===== src/rtl/cl_row_reader.sv =====
// Row reader: fetches one flag row per line from bank A or B and streams it out
// as pixel pairs with VSYNC/HSYNC/DE framing. All outputs are registered.
module cl_row_reader #(
  parameter int ADDR_WIDTH  = 11,
  parameter int MDATA_WIDTH = 640,
  parameter int PIXEL_WIDTH = 8,
  parameter int HBLANK      = 4
) (
  input  logic                   CCLK,
  input  logic                   RST_N,
  input  logic                   iSTART,
  input  logic                   iMEM_SEL,
  input  logic [ADDR_WIDTH-1:0]  iHSIZE,
  input  logic [ADDR_WIDTH-1:0]  iVSIZE,
  input  logic [MDATA_WIDTH-1:0] iRDATA_A,
  input  logic [MDATA_WIDTH-1:0] iRDATA_B,
  output logic                   oREA,
  output logic                   oREB,
  output logic [ADDR_WIDTH-1:0]  oRD_ADDR,
  output logic                   oVSYNC,
  output logic                   oHSYNC,
  output logic                   oDE,
  output logic [PIXEL_WIDTH-1:0] oDATA_L,
  output logic [PIXEL_WIDTH-1:0] oDATA_R,
  output logic                   oBUSY,
  output logic                   oFRAME_DONE
);

  // state | meaning
  // IDLE  | waiting for an accepted iSTART
  // FETCH | read enable + row address to the selected bank
  // LOAD  | capture the returned row, emit pair 0 on the next cycle
  // ACT   | stream pixel pairs (DE high), pair counter counts down
  // HBL   | horizontal blanking, then next row or end of frame
  typedef enum logic [2:0] {IDLE, FETCH, LOAD, ACT, HBL} state_t;

  localparam logic [ADDR_WIDTH-1:0] MDW      = ADDR_WIDTH'(MDATA_WIDTH);
  localparam logic [ADDR_WIDTH-1:0] ONE      = ADDR_WIDTH'(1);
  localparam logic [ADDR_WIDTH-1:0] TWO      = ADDR_WIDTH'(2);
  localparam logic [ADDR_WIDTH-1:0] HBL_LOAD = ADDR_WIDTH'(HBLANK - 1);

  state_t                 state_q, state_n;
  logic                   sel_q, sel_n;
  logic [ADDR_WIDTH-1:0]  hsize_q, hsize_n;
  logic [ADDR_WIDTH-1:0]  vsize_q, vsize_n;
  logic [ADDR_WIDTH-1:0]  row_q, row_n;
  logic [ADDR_WIDTH-1:0]  cnt_q, cnt_n;
  logic [MDATA_WIDTH-1:0] shreg_q, shreg_n;

  logic [ADDR_WIDTH-1:0]  hsize_clip, hsize_eff, addr_n;
  logic [MDATA_WIDTH-1:0] rdata;
  logic [PIXEL_WIDTH-1:0] data_l_n, data_r_n;
  logic                   start_ok, done_n, rea_n, reb_n, vsync_n, de_n;

  function automatic logic [PIXEL_WIDTH-1:0] pix(input logic flag);
    return {PIXEL_WIDTH{~flag}};
  endfunction

  assign hsize_clip = (iHSIZE > MDW) ? MDW : iHSIZE;
  assign hsize_eff  = {hsize_clip[ADDR_WIDTH-1:1], 1'b0};
  assign start_ok   = iSTART && (iVSIZE != '0) && (hsize_eff >= TWO);
  assign rdata      = sel_q ? iRDATA_B : iRDATA_A;

  always_comb begin
    state_n  = state_q;
    sel_n    = sel_q;
    hsize_n  = hsize_q;
    vsize_n  = vsize_q;
    row_n    = row_q;
    cnt_n    = cnt_q;
    shreg_n  = shreg_q;
    data_l_n = '0;
    data_r_n = '0;
    done_n   = 1'b0;
    case (state_q)
      IDLE: begin
        if (start_ok) begin
          sel_n   = iMEM_SEL;
          hsize_n = hsize_eff;
          vsize_n = iVSIZE;
          row_n   = '0;
          state_n = FETCH;
        end
      end
      FETCH: state_n = LOAD;
      LOAD: begin
        // pair 0 goes straight from the read data so DE starts the next cycle
        data_l_n = pix(rdata[0]);
        data_r_n = pix(rdata[1]);
        shreg_n  = rdata >> 2;
        cnt_n    = (hsize_q >> 1) - ONE;
        state_n  = ACT;
      end
      ACT: begin
        if (cnt_q == '0) begin
          cnt_n   = HBL_LOAD;
          state_n = HBL;
        end else begin
          cnt_n    = cnt_q - ONE;
          data_l_n = pix(shreg_q[0]);
          data_r_n = pix(shreg_q[1]);
          shreg_n  = shreg_q >> 2;
        end
      end
      HBL: begin
        if (cnt_q != '0) begin
          cnt_n = cnt_q - ONE;
        end else if (row_q == vsize_q - ONE) begin
          done_n  = 1'b1;
          state_n = IDLE;
        end else begin
          row_n   = row_q + ONE;
          state_n = FETCH;
        end
      end
      default: state_n = IDLE;
    endcase

    vsync_n = (state_n != IDLE);
    rea_n   = (state_n == FETCH) && !sel_n;
    reb_n   = (state_n == FETCH) && sel_n;
    addr_n  = (state_n == FETCH) ? row_n : '0;
    de_n    = (state_n == ACT);
  end

  always_ff @(posedge CCLK or negedge RST_N) begin
    if (!RST_N) begin
      state_q     <= IDLE;
      sel_q       <= 1'b0;
      hsize_q     <= '0;
      vsize_q     <= '0;
      row_q       <= '0;
      cnt_q       <= '0;
      shreg_q     <= '0;
      oREA        <= 1'b0;
      oREB        <= 1'b0;
      oRD_ADDR    <= '0;
      oVSYNC      <= 1'b0;
      oHSYNC      <= 1'b0;
      oDE         <= 1'b0;
      oDATA_L     <= '0;
      oDATA_R     <= '0;
      oBUSY       <= 1'b0;
      oFRAME_DONE <= 1'b0;
    end else begin
      state_q     <= state_n;
      sel_q       <= sel_n;
      hsize_q     <= hsize_n;
      vsize_q     <= vsize_n;
      row_q       <= row_n;
      cnt_q       <= cnt_n;
      shreg_q     <= shreg_n;
      oREA        <= rea_n;
      oREB        <= reb_n;
      oRD_ADDR    <= addr_n;
      oVSYNC      <= vsync_n;
      oHSYNC      <= de_n;
      oDE         <= de_n;
      oDATA_L     <= data_l_n;
      oDATA_R     <= data_r_n;
      oBUSY       <= vsync_n;
      oFRAME_DONE <= done_n;
    end
  end

endmodule


===== config.mk =====
export PLATFORM = sky130hd
export DESIGN_NAME = cl_row_reader
export DESIGN_NICKNAME = d
export VERILOG_FILES = /design/src/rtl/cl_row_reader.sv
export SDC_FILE = /design/constraint.sdc
export NUM_CORES = 2
export LEC_CHECK = 0
export ABC_CLOCK_PERIOD_IN_PS = 2800
export CAP_MARGIN = 5
export CORE_AREA = 2 2 521 523
export CTS_CLUSTER_SIZE = 14
export DETAILED_ROUTE_END_ITERATION = 16
export DIE_AREA = 0 0 523 525
export HOLD_SLACK_MARGIN = 0.02
export PLACE_DENSITY = 0.31
export SYNTH_ARGS = -nofsm -noshare
export SYNTH_HDL_FRONTEND = slang
export SYNTH_SLANG_ARGS = --single-unit

===== constraint.sdc =====
create_clock -name CCLK -period 2.8 [get_ports CCLK]
set_input_delay 0.28 -clock CCLK [delete_from_list [all_inputs] [get_ports CCLK]]
set_output_delay 0.28 -clock CCLK [all_outputs]
set_load 0.02 [all_outputs]

==> metrics.cfg <==
[global_routing]
grt_usage_pct = 14.5
antenna_found_initial = 136
grt_max_degree = 117
first_global_vias = 37600
grt_overflow_total = 0
grt_pass1_wl_mm = 285

[power]
switching_share_pct = 37.9
powerDensity_nw_per_um2 = 854
p_int_w = 0.0320
seqPwrFrac_pct = 35.2
p_leak_nw = 22.2
power.switching_w = 0.0196
comb_power_share_pct = 40.5
ir_drop_uv = 480
clockPowerShare_pct = 24.2

[detailed_routing]
drt-total-wl_mm = 206
antenna_left = 0
firstDrtPassIters = 5
dr.first_iter.drc_count = 1938
routedWlPerCell_um = 21.7
num_vias = 36600
via_per_inst = 3.86
drc_errors = 0

[critical_path]
cp_slowest_stage_delay_ns = 0.50
arrival_ns = 3.24
crit_slowest_cell = or4b_4
reg2reg_slack_ns = 0.19
end_kind = register
r2r_end = shreg_q[325]
cp_max_fo = 20
critPathKind = reg -> reg
critPathTopFamily = simple AND/OR/NAND/NOR gates
cp_num_buf_inv = 4
r2r_start = cnt_q[0]
crit_chain = inv_1, ha_1, or4b_4, nor4b_4, a21o_4, buf_12, buf_16, buf_4, nand2_1, o21ai_1
cp-start-kind = register
r2r.worst_path.cells = 10
crit_required_ns = 3.42

[die]
row_count = 191
pin_count = 1340
start_util_pct = 14.5
die_x_um = 523
core_um2 = 269000
die_y_um = 525
die_area_um2 = 275000

[timing]
fin_crit_sh_pct = 93.3
rsz0062_at_grt = true
fin_crit_ns = 2.61
finClkSkew_ns = 0.0477
hold_viol = 0
setup_viol = 0
relSlewSlack_pct = 58.8
tns_ns = 0
maxSlewViolCount = 0
worstMarginPinSlew_ns = 0.617
fmax_ghz = 0.383

[cts]
numCtsBuffers = 94
tritoncts = done
clk_pin_slew_ns = 0.06
root_buffer = clkbuf_16
clock_latency_ns = 0.73
clk_path_buf_depth = 3
numClockSinks = 703
h-tree-depth = 3

[logic_synthesis]
ys_ff_latch = 703
synth_enable_flop_cells = 0
async_flop_share_pct = 100
yosys_warnings = 0
seq_area_frac_synth_pct = 44.9
avgSynthCellArea_um2 = 8.56
synth.distinct_cells = 60
synth_area_um2 = 39200
synthFlopType = dfrtp_1
synth_nets = 5883
syn_inst = 4573

[min_path]
hold_path.class = in -> reg
hold_start = iHSIZE[4]
whs_path_depth = 3
hold_end = hsize_q[4]

[status]
status = complete, no violations

[finish]
final_cell_mix = clkdlybuf4s50_1 (1338), nand2_1 (1313), dfrtp_1 (702)
drive_gt1_share_pct = 6.48
final_common_cell = clkdlybuf4s50_1
instances_no_fill = 9488
nets = 7126
fillers = 29500
area_delta_synth_final_pct = 54.5

[flow_run]
drv_cap = 0

[place]
gp_congestion = 0.828
port_buffers = 1339
placed_cells = 9286
dpl.hpwl_mm = 169

[flip-flops by register name, indices dropped and copies added (netlist names), 3 cells and up]
register / count
state_q: 3
hsize_q: 10
vsize_q: 11
shreg_q: 638
oRD_ADDR: 11
cnt_q: 11
row_q: 11
[metal layers]
layer	share of wire, %	up-vias	track usage [%]
met4	1.8	80	3.07
met2	48	1197	24.9
met3	6.4	330	3.42
met5	0.26	-	0
li1	-	18200	-
met1	44	16800	18.3
[repair_timing]
| item | CTS | global route |
|---|---|---|
| resized for setup | 0 | 5 |
| hold buffers | 3 | 0 |
| endpoints found under the setup margin | 0 | 12 |
| buffers inserted | 0 | 0 |
| endpoints found under the hold margin | 375 | 0 |
[through the flow]
stage          worst slack, ns  instance area, um^2  hold WS [ns]  total power (W)  utilization [%]
2_1_floorplan            0.465                39200       -0.0156           0.0314                -
3_3_place_gp             0.151                57100         0.247           0.0395             21.2
3_5_place_dp             0.171                57100         0.251           0.0399             21.2
4_1_cts                  0.109                60400        0.0701           0.0529             22.4
5_1_grt               -0.00510                60400         0.149           0.0562             22.4
6_report                 0.186                60500         0.177           0.0516             22.5
[kinds of logic after synthesis]
group,count (synthesis),share of synthesized area [%]
multiplexers,666,17.1
buffers and inverters,405,5.33
adder cells (fa/ha/maj),4,0.128
XOR/XNOR,21,0.470
AO/OA/AOI/OAI,1350,17.8
AND/OR/NAND/NOR,1424,14.3
flip-flops,703,44.9
[worst reg2reg max path, stage by stage, from the launching register on]
cell and delay (ns):
dfrtp_1 0.40, inv_1 0.09, ha_1 0.18, or4b_4 0.50, nor4b_4 0.30, a21o_4 0.21, buf_12 0.20, buf_16 0.28
buf_4 0.22, nand2_1 0.07, o21ai_1 0.08
[synth_stat cells, drive strengths merged, types with 5 or more instances]
master | n | area, um^2
nand2 | 1313 | 4930
o21ai | 1296 | 6490
dfrtp | 703 | 17600
mux2i | 651 | 6520
clkbuf | 209 | 850
buf | 184 | 1190
nor2 | 32 | 120
mux2 | 15 | 169
nor3 | 14 | 75.1
nand3 | 12 | 60.1
inv | 11 | 41.3
xor2 | 11 | 96.3
xnor2 | 10 | 87.6
a21oi | 9 | 45.0
nor4 | 9 | 62.6
and3 | 8 | 50.1
o311ai | 7 | 114
nand2b | 6 | 37.5
o31ai | 6 | 58.8
nand3b | 5 | 37.5
[power by group through the flow]
stage | logic [W] | clock network, W | registers (W)
final | 0.0209 | 0.0125 | 0.0182
after global routing | 0.0239 | 0.0134 | 0.0189
after CTS | 0.0215 | 0.0131 | 0.0183
after detailed placement | 0.0215 | 0 | 0.0184
after global placement | 0.0211 | 0 | 0.0184
after floorplan | 0.0141 | 0 | 0.0173
[final cells by class]
cell class / count / area (um^2) / area share [%]
sequential: 703 / 17600 / 29.1
clock inverter: 29 / 379 / 0.627
antenna: 24 / 60.1 / 0.0993
multi-input combinational: 3465 / 19500 / 32.2
inverter: 12 / 45.0 / 0.0745
clock buffer: 145 / 2810 / 4.65
timing repair buffer: 1540 / 15600 / 25.8
tap: 3570 / 4470 / 7.39
[how the worst max path moves through the flow]
stage,start,end,depth (start not counted),slack (ns)
finish,cnt_q[0],shreg_q[325],10,0.19
global route,cnt_q[0],shreg_q[15],10,-0.005
CTS,cnt_q[0],shreg_q[321],10,0.11
detailed placement,cnt_q[0],shreg_q[321],10,0.17
global placement,cnt_q[0],shreg_q[323],10,0.15
floorplan,vsize_q[0],row_q[2],10,0.46
(Power assumes the default switching activity.)
